`src/rtl/spi_sram_pkg.sv`:
```
// spi_sram_pkg: FSM states, opcodes and wrap-mode encodings shared by the SPI SRAM responder.
package spi_sram_pkg;
   typedef enum logic [2:0] {
      S_IDLE, S_CMD, S_ADDR, S_WRITE, S_READ, S_MODE_RD, S_MODE_WR, S_IGNORE
   } state_t;
   localparam logic [7:0] OP_READ = 8'h03;
   localparam logic [7:0] OP_WRITE = 8'h02;
   localparam logic [7:0] OP_RDMR = 8'h05;
   localparam logic [7:0] OP_WRMR = 8'h01;
   localparam logic [1:0] MODE_BYTE = 2'b00;
   localparam logic [1:0] MODE_PAGE = 2'b10;
   localparam logic [1:0] MODE_SEQ = 2'b01;
   localparam logic [7:0] MODE_RESET = 8'h40;
   localparam int PAGE_BYTES = 32;
   // 01 and 11 both mean sequential; fold them onto one encoding
   function automatic logic [1:0] wrap_of(input logic [1:0] m);
      return (m == MODE_BYTE || m == MODE_PAGE) ? m : MODE_SEQ;
   endfunction
endpackage

```
`src/rtl/spi_in_sync.sv`:
```
// spi_in_sync: clk-domain synchronisers for the SPI pins, with edge pulses for sck and cs.
module spi_in_sync #(
   parameter int SYNC_STAGES = 2
) (
   input  logic clk,
   input  logic rst_n,
   input  logic spi_sck,
   input  logic spi_cs_n,
   input  logic spi_mosi,
   output logic sck_rise,
   output logic sck_fall,
   output logic cs_fall,
   output logic cs_rise,
   output logic mosi
);
   logic [SYNC_STAGES-1:0] sck_q, cs_q, mosi_q;
   always_ff @(posedge clk or negedge rst_n)
      if (!rst_n) begin
         sck_q <= '0;
         cs_q <= '1;
         mosi_q <= '0;
      end else begin
         sck_q <= {sck_q[SYNC_STAGES-2:0], spi_sck};
         cs_q <= {cs_q[SYNC_STAGES-2:0], spi_cs_n};
         mosi_q <= {mosi_q[SYNC_STAGES-2:0], spi_mosi};
      end
   assign sck_rise = sck_q[SYNC_STAGES-2] & ~sck_q[SYNC_STAGES-1];
   assign sck_fall = ~sck_q[SYNC_STAGES-2] & sck_q[SYNC_STAGES-1];
   assign cs_fall = ~cs_q[SYNC_STAGES-2] & cs_q[SYNC_STAGES-1];
   assign cs_rise = cs_q[SYNC_STAGES-2] & ~cs_q[SYNC_STAGES-1];
   assign mosi = mosi_q[SYNC_STAGES-1];
endmodule

```
`src/rtl/spi_sram_responder.sv`:
```
// spi_sram_responder: SPI mode-0 target emulating a 23LC-style serial SRAM over an internal byte array.
// Define SPI_SRAM_RESPONDER_MODE_REG_EN to add the RDMR/WRMR mode register and byte/page wrap modes.
module spi_sram_responder
   import spi_sram_pkg::*;
#(
   parameter int MEM_BYTES = 256,
   parameter int SYNC_STAGES = 2
) (
   input  logic clk,
   input  logic rst_n,
   input  logic spi_sck,
   input  logic spi_cs_n,
   input  logic spi_mosi,
   output logic spi_miso,
   output logic spi_miso_oe,
   output logic busy,
   output logic err_opcode
);
   localparam int AW = $clog2(MEM_BYTES);
   localparam logic [AW-1:0] PAGE_MASK = AW'(PAGE_BYTES - 1);
   state_t state, next, cmd_next;
   logic sck_rise, sck_fall, cs_fall, cs_rise, mosi, last_bit, miso_q, done_q, we;
   logic [3:0] cnt;
   logic [14:0] shift_in;
   logic [7:0] shift_out, opcode, rx_byte, mode;
   logic [1:0] wrap;
   logic [AW-1:0] addr, adv, rx_addr;
   logic [7:0] mem [MEM_BYTES];
   spi_in_sync #(.SYNC_STAGES(SYNC_STAGES)) u_sync (
      .clk(clk), .rst_n(rst_n), .spi_sck(spi_sck), .spi_cs_n(spi_cs_n), .spi_mosi(spi_mosi),
      .sck_rise(sck_rise), .sck_fall(sck_fall), .cs_fall(cs_fall), .cs_rise(cs_rise), .mosi(mosi)
   );
`ifdef SPI_SRAM_RESPONDER_MODE_REG_EN
   localparam bit MODE_EN = 1'b1;
   logic [7:0] mode_q;
   always_ff @(posedge clk or negedge rst_n)
      if (!rst_n) mode_q <= MODE_RESET;
      else if (state == S_MODE_WR && sck_rise && last_bit && !cs_rise) mode_q <= rx_byte;
   assign mode = mode_q;
`else
   localparam bit MODE_EN = 1'b0;
   assign mode = MODE_RESET;
`endif
   assign rx_byte = {shift_in[6:0], mosi};
   assign rx_addr = AW'({shift_in, mosi});
   assign last_bit = cnt == (state == S_ADDR ? 4'd15 : 4'd7);
   assign wrap = wrap_of(mode[7:6]);
   assign adv = wrap == MODE_BYTE ? addr
              : wrap == MODE_PAGE ? (addr & ~PAGE_MASK) | ((addr + AW'(1)) & PAGE_MASK)
              : addr + AW'(1);
   // a byte whose 8th bit coincides with cs_rise still commits
   assign we = state == S_WRITE && sck_rise && last_bit && !done_q;
   always_ff @(posedge clk or negedge rst_n)
      if (!rst_n) state <= S_IDLE;
      else state <= next;
   always_comb begin
      cmd_next = (rx_byte == OP_READ || rx_byte == OP_WRITE) ? S_ADDR
               : (MODE_EN && rx_byte == OP_RDMR) ? S_MODE_RD
               : (MODE_EN && rx_byte == OP_WRMR) ? S_MODE_WR : S_IGNORE;
      next = state;
      if (state == S_IDLE) next = cs_fall ? S_CMD : S_IDLE;
      else if (cs_rise) next = S_IDLE;
      else if (sck_rise && last_bit && state == S_CMD) next = cmd_next;
      else if (sck_rise && last_bit && state == S_ADDR) next = opcode == OP_READ ? S_READ : S_WRITE;
   end
   always_comb begin
      busy = state != S_IDLE;
      spi_miso_oe = state == S_READ || state == S_MODE_RD;
      spi_miso = spi_miso_oe & miso_q;
   end
   always_ff @(posedge clk or negedge rst_n)
      if (!rst_n) begin
         cnt <= '0;
         shift_in <= '0;
         shift_out <= '0;
         opcode <= '0;
         addr <= '0;
         miso_q <= 1'b0;
         done_q <= 1'b0;
         err_opcode <= 1'b0;
      end else begin
         err_opcode <= 1'b0;
         if (state == S_IDLE || cs_rise) begin
            cnt <= '0;
            miso_q <= 1'b0;
            done_q <= 1'b0;
         end else if (sck_rise) begin
            shift_in <= {shift_in[13:0], mosi};
            cnt <= last_bit ? 4'd0 : cnt + 4'd1;
            if (last_bit && state == S_CMD) begin
               opcode <= rx_byte;
               shift_out <= mode;
               err_opcode <= cmd_next == S_IGNORE;
            end
            if (last_bit && state == S_ADDR) begin
               addr <= rx_addr;
               shift_out <= mem[rx_addr];
            end
            if (last_bit && state == S_READ) begin
               addr <= adv;
               shift_out <= mem[adv];
            end
            if (last_bit && state == S_MODE_RD) shift_out <= mode;
            if (last_bit && state == S_WRITE) begin
               addr <= adv;
               done_q <= done_q | (wrap == MODE_BYTE);
            end
         end else if (sck_fall && spi_miso_oe) begin
            miso_q <= shift_out[7];
            shift_out <= {shift_out[6:0], 1'b0};
         end
      end
   always_ff @(posedge clk)
      if (we) mem[addr] <= rx_byte;
endmodule

```
`config.mk`:
```
export PLATFORM = sky130hd
export DESIGN_NAME = spi_sram_responder
export DESIGN_NICKNAME = d
export VERILOG_FILES = /design/src/rtl/spi_sram_pkg.sv /design/src/rtl/spi_in_sync.sv /design/src/rtl/spi_sram_responder.sv
export SDC_FILE = /design/constraint.sdc
export NUM_CORES = 2
export LEC_CHECK = 0
export BUFFER_PORTS_ARGS = -buffer_cell sky130_fd_sc_hd__buf_2
export CAP_MARGIN = 20
export CORE_MARGIN = 8
export CORE_UTILIZATION = 51
export DETAILED_ROUTE_END_ITERATION = 6
export PLACE_DENSITY = 0.72
export SETUP_SLACK_MARGIN = 0.2
export SLEW_MARGIN = 20
export SYNTH_ARGS = -nofsm -noshare
export SYNTH_HDL_FRONTEND = slang
export SYNTH_HIERARCHICAL = 1
export SYNTH_SLANG_ARGS = --single-unit
```
`constraint.sdc`:
```
create_clock -name clk -period 6.4 [get_ports clk]
set_input_delay 1.92 -clock clk [delete_from_list [all_inputs] [get_ports clk]]
set_output_delay 1.92 -clock clk [all_outputs]
set_load 0.03 [all_outputs]
```
After elaboration in Yosys (flattened, before gate mapping)
Memories as Yosys holds them, arrays and structs flattened.
Index checks and enable logic that the tools add are counted.
{ "classes": {"addsub": 2, "eq_ne": 12, "mux": 28, "bitwise_logic": 10, "reduce_logical": 26} }
{ "ops": {"columns": ["op", "count"], "rows": [
  ["2-to-1 mux 8 bit", 9],
  ["equality test 8 x 2 -> 1 bit (second input constant)", 3],
  ["2-to-1 mux 3 bit", 6],
  ["2-to-1 mux 4 bit", 4],
  ["logical AND 1 bit", 11],
  ["equality test 3 bit (second input constant)", 3],
  ["2-to-1 mux 1 bit", 9],
  ["AND reduction 3 bit", 3],
  ["adder 8 x 1 -> 8 bit (second input constant)", 1],
  ["equality test 3 x 2 -> 1 bit (second input constant)", 2],
  ["nonzero test 2 bit", 3],
  ["nonzero test 3 bit", 2],
  ["AND 1 bit", 5],
  ["inequality test 5 x 1 -> 1 bit (second input constant)", 1],
  ["inverter 1 bit", 5],
  ["adder 4 x 1 -> 4 bit (second input constant)", 1],
  ["equality test 4 bit", 1],
  ["AND reduction 2 bit", 2],
  ["nonzero test 4 bit", 1],
  ["equality test 3 x 1 -> 1 bit (second input constant)", 1],
  ["logical NOT 3 bit", 1],
  ["logical OR 1 bit", 3],
  ["inequality test 2 x 1 -> 1 bit (second input constant)", 1]
]} }
{ "totals": {"reg_bits": 46, "ram_bits": 2048, "in_bits": 5, "out_inout_bits": 4, "n_memories": 1} }
{ "mem_list": {"columns": ["memory", "words", "width", "rd", "rd_ports_with_merged_regs", "write_ports", "line_no", "source"], "rows": [
  ["mem", 256, 8, 2, 0, 1, "spi_sram_responder.sv:28", "logic [7:0] mem [MEM_BYTES];"]
]} }

Longest topological paths before layout
{ "logic_depth": {"word_depth": 9, "ltp_mapped": 22, "mapped_depth_nobuf": 10} }

Cells and area by module
Netlist, hierarchy kept.
{ "modules_own_cells": {"columns": ["module", "instances", "cells_each", "area_each_um2"], "rows": [
  ["spi_sram_responder", 1, 5544, 99372.8],
  ["spi_in_sync", 1, 10, 187.7]
]} }

Worst setup path before layout
Ideal clock, no wire load.
{ "synth_path": {"kind": "register to register", "start": "register shift_in[0]", "end": "register shift_out[4]", "setup_ps": 127, "arrival_ps": 5933, "required_time_ps": 6273, "slack_ps": 341, "stages_incl_launch_ff": 12, "synth_period_minus_slack_ps": 6059, "path_cell_list": "dfrtp_1 -> buf_4 -> buf_2 -> buf_2 -> clkbuf_1 -> buf_2 -> mux4_2 -> mux4_2 -> a22oi_1 -> nand2_1 -> a21oi_1 -> o22ai_1"} }
{ "synth_via": {"elab_chain_cells": 5} }
{ "synth_rtl": {"columns": ["element", "line_no", "source"], "rows": [
  ["start: declaration", "spi_sram_responder.sv:24", "logic [14:0] shift_in;"],
  ["start signal: assignment", "spi_sram_responder.sv:88", "shift_in <= {shift_in[13:0], mosi};"],
  ["memory (256 x 8 bit)", null, null],
  ["2-to-1 mux 8 bit", "spi_sram_responder.sv:95", "if (last_bit && state == S_ADDR) begin"],
  ["2-to-1 mux 8 bit", "spi_sram_responder.sv:99", "if (last_bit && state == S_READ) begin"],
  ["2-to-1 mux 8 bit", "spi_sram_responder.sv:103", "if (last_bit && state == S_MODE_RD) shift_out <= mode;"],
  ["2-to-1 mux 8 bit", "spi_sram_responder.sv:87", "end else if (sck_rise) begin"],
  ["end signal: assignment", "spi_sram_responder.sv:97", "shift_out <= mem[rx_addr];"],
  ["end signal: assignment", "spi_sram_responder.sv:101", "shift_out <= mem[adv];"],
  ["end signal: assignment", "spi_sram_responder.sv:103", null],
  ["end: declaration", "spi_sram_responder.sv:25", "logic [7:0] shift_out, opcode, rx_byte, mode;"]
]} }
No other way between the ends.
A chain may end at the register's enable or synchronous reset.

Final worst setup path
{ "layout_path": {"start": "register addr[0]", "end": "register shift_out[3]"} }
{ "layout_via": {"elab_chain_cells": 5} }
{ "layout_rtl": {"columns": ["element", "line_no", "source"], "rows": [
  ["start: declaration", "spi_sram_responder.sv:27", "logic [AW-1:0] addr, adv, rx_addr;"],
  ["start signal: assignment", "spi_sram_responder.sv:96", "addr <= rx_addr;"],
  ["start signal: assignment", "spi_sram_responder.sv:100", "addr <= adv;"],
  ["start signal: assignment", "spi_sram_responder.sv:105", "addr <= adv;"],
  ["adder 8 x 1 -> 8 bit", "spi_sram_responder.sv:50", ": addr + AW'(1);"],
  ["memory (256 x 8 bit)", null, null],
  ["2-to-1 mux 8 bit", "spi_sram_responder.sv:99", null],
  ["2-to-1 mux 8 bit", "spi_sram_responder.sv:103", null],
  ["2-to-1 mux 8 bit", "spi_sram_responder.sv:87", null],
  ["end signal: assignment", "spi_sram_responder.sv:92", "shift_out <= mode;"],
  ["end signal: assignment", "spi_sram_responder.sv:101", null],
  ["end signal: assignment", "spi_sram_responder.sv:103", null]
]} }
No other way between the ends.

==> flow_summary.json <==
{
  "worst_slack_ns": 0.7448,
  "pwr-share-clk_pct": 34.6,
  "critical-path-max-stage-delay_ns": 1.05,
  "worst_pin_slew_ns": 1.341,
  "die_w_um": 457.8,
  "yosysWarnings": 6,
  "worstSetupStartpointType": "flip-flop",
  "power_density_nw_per_um2": 322.4,
  "critPathCaptureType": "flip-flop",
  "cts_tree": "done",
  "synth.net_count": 5564,
  "syn_area_per_cell_um2": 17.93,
  "swShare_pct": 30.02,
  "cts_buffer_depth": 3,
  "synth_ff_type": "edfxtp_1",
  "viasPerCell": 7.568,
  "hp-class": "flip-flop to flip-flop",
  "holdBufCountCts": 0,
  "nNetsFinal": 5583,
  "skew_ns": 0.07106,
  "top_level_ports": 9,
  "slowest_stage": "nor3_1",
  "p_leak_nw": 33.65,
  "intPower_mw": 24.70,
  "hpwl_um": 220800,
  "path_class": "flip-flop to flip-flop",
  "seq_area_frac_synth_pct": 62.93,
  "synth_area_um2": 99560,
  "cts-buffers-inserted": 211,
  "cp.required_ns": 7.16,
  "drt_iter0_drc": 11274,
  "yosys-top-cells-area": "edfxtp_1 62%, mux4_2 21%, mux2i_1 3.4%, nand2_1 1.5%, nor2_1 1.3%",
  "grt.total_usage_pct": 31.75,
  "wl_per_cell_um": 41.05,
  "tns_ns": 0,
  "clkTransAtPathRegs_ns": 0.06,
  "synth_top_cell_by_area": "edfxtp_1",
  "postRouteAntennaNets": 0,
  "cts.htree.levels": 4,
  "vias": 62921,
  "antenna_found_initial": 31,
  "timing.final.hold_violations": 0,
  "grt_max_degree": 136,
  "yosysMostFrequentCell": "edfxtp_1",
  "io_buffers": 8,
  "drc": 0,
  "seq_area_um2": 62690,
  "first_pass_iters": 6,
  "clkSinkCount": 2094,
  "cap_violations": 0,
  "nFillCells": 14294,
  "period_share_pct": 88.36,
  "area_growth_pct": 9.963,
  "start_util_pct": 51.22,
  "cp.arrival_ns": 6.41,
  "fin_crit_ns": 5.655,
  "dp_worst_setup_slack_ns": 1.117,
  "worstPathCellList": "ha_1 > nand3_2 > buf_4 > o21ai_0 > nand2_2 > nor3_1 > nand4_1 > o311ai_0 > nor4_1 > o31ai_1",
  "outcome": "finished clean",
  "power_switching_mw": 10.60,
  "synthCells": 5554,
  "pwr-share-comb_pct": 19.0,
  "drv_slew": 0,
  "async_flop_share_pct": 2.197,
  "relSlewSlack_pct": 9.918,
  "rsz0062_at_grt": "false",
  "critPathMaxFanout": 43,
  "cts_setup_buffers": 0,
  "ctsResizeCount": 0,
  "clk_latency_ns": 0.91,
  "yosys.cell_types.count": 93,
  "gp_congestion": 1.001,
  "setup_viol": 0,
  "vdd_drop_max_mv": 0.2761,
  "multi_input_area_um2": 34370,
  "timing.fmax_mhz": 176.8,
  "core.rowCount": 162,
  "grt_pass1_wl_um": 474500,
  "synth_common_cells": "2048 x edfxtp_1, 909 x mux4_2, 405 x nand2_1",
  "die_h_um": 457.8,
  "die-area_um2": 209600,
  "ys_ff_latch": 2094,
  "routed_wl_um": 341300,
  "core-area_um2": 194400,
  "grt_remaining_overflow": 0,
  "grt_pass1_vias": 60597,
  "drive_above_1_share_pct": 27.77,
  "seqPwrFrac_pct": 46.4,
  "synth_top_cell_area_share_pct": 61.77,
  "cts-root-buf": "clkbuf_16",
  "synth-edff-count": 2048
}
-- registers in the layout (all words and copies together), names as in the netlist --
register	count
addr	8
cnt	4
err_opcode	1
mem	2048
miso_q	1
opcode	8
shift_in	7
shift_out	8
state	3
u_sync/cs_q	2
u_sync/mosi_q	2
u_sync/sck_q	2
-- layout make-up --
type | instances | area share [%]
Tap cell | 2542 | 2.905
Clock inverter | 122 | 1.054
Timing Repair Buffer | 258 | 2.194
Sequential cell | 2094 | 57.26
Inverter | 11 | 0.04229
Clock buffer | 268 | 5.103
Multi-Input combinational cell | 2997 | 31.39
Antenna cell | 22 | 0.05029
-- power groups by stage --
stage	clock network (mW)	registers, mW	logic (mW)
3_3_place_gp	0	16.6	6.27
6_report	12.2	16.4	6.70
2_1_floorplan	0	17.2	2.94
3_5_place_dp	0	16.6	6.35
4_1_cts	12.2	16.4	6.36
5_1_grt	12.7	16.4	6.67
-- worst paths after layout --
kind                                  startpoint  depth (start not counted)  slack, ns               end
worst max-delay path                     addr[0]                         10       0.74      shift_out[3]
worst min-delay path            u_sync/mosi_q[0]                          0       0.35  u_sync/mosi_q[1]
worst max register to register           addr[0]                         10       0.74      shift_out[3]
worst min register to register  u_sync/mosi_q[0]                          0       0.35  u_sync/mosi_q[1]
max in group asynchronous                  rst_n                          2       4.52           addr[0]
min in group asynchronous                  rst_n                          1       0.82  u_sync/mosi_q[1]
-- metal layers --
layer / global-route usage [%] / wire [um] / up-vias
met3: 12.33 / 55090 / 1222
met4: 17.54 / 23440 / 18
met5: 0 / 110 / -
li1: - / - / 23424
met2: 44.76 / 145200 / 5802
met1: 42.51 / 117400 / 32455
-- metrics by stage --
step           total power, mW  cells  area [um^2]  util [%]  hold slack [ns]
6_report                 35.30   8314       109500     56.32           0.3474
5_1_grt                  35.74   8293       109400     56.29           0.3520
4_1_cts                  34.93   8289       109400     56.26           0.3501
3_5_place_dp             22.99   7899       102600     52.79           0.3371
3_3_place_gp             22.90   7895       102500     52.73           0.3378
2_1_floorplan            20.19   5554        99560         -           0.3312
-- critical path, delay by kind of cell, from the launching register on --
kind	cells	cell delay, ns
compound gates	3	0.93
fa+ha+maj	1	0.64
buf+inv	1	0.30
flops	1	0.88
simple gates	5	2.77
-- layout by cell type, fill, tap and decap left out, types with 35 or more instances in the layout --
cell type / synthesis / layout
a21oi_1: 98 / 98
a221oi_1: 51 / 51
a22oi_1: 79 / 79
a32oi_1: 47 / 47
buf_12: 1 / 36
buf_4: 71 / 210
clkbuf_1: 149 / 50
clkbuf_16: 0 / 213
clkinv_1: 0 / 49
clkinv_2: 0 / 38
dfrtp_1: 44 / 35
edfxtp_1: 2048 / 2048
mux2_2: 41 / 41
mux2i_1: 342 / 342
mux4_2: 909 / 909
nand2_1: 405 / 400
nand3_1: 99 / 95
nand4_1: 52 / 52
nor2_1: 344 / 311
o21ai_0: 68 / 67
o22ai_1: 36 / 36
-- cells by family after synthesis --
logic type | after synthesis | synth area share, %
AND/OR/NAND/NOR | 1062 | 4.703
multiplexers | 1307 | 24.86
flip-flops | 2094 | 62.93
AO/OA/AOI/OAI | 613 | 4.473
adder cells (fa/ha/maj) | 5 | 0.06284
XOR/XNOR | 10 | 0.1068
buffers and inverters | 463 | 2.868
Note: power is estimated with default switching activity, not from simulation.
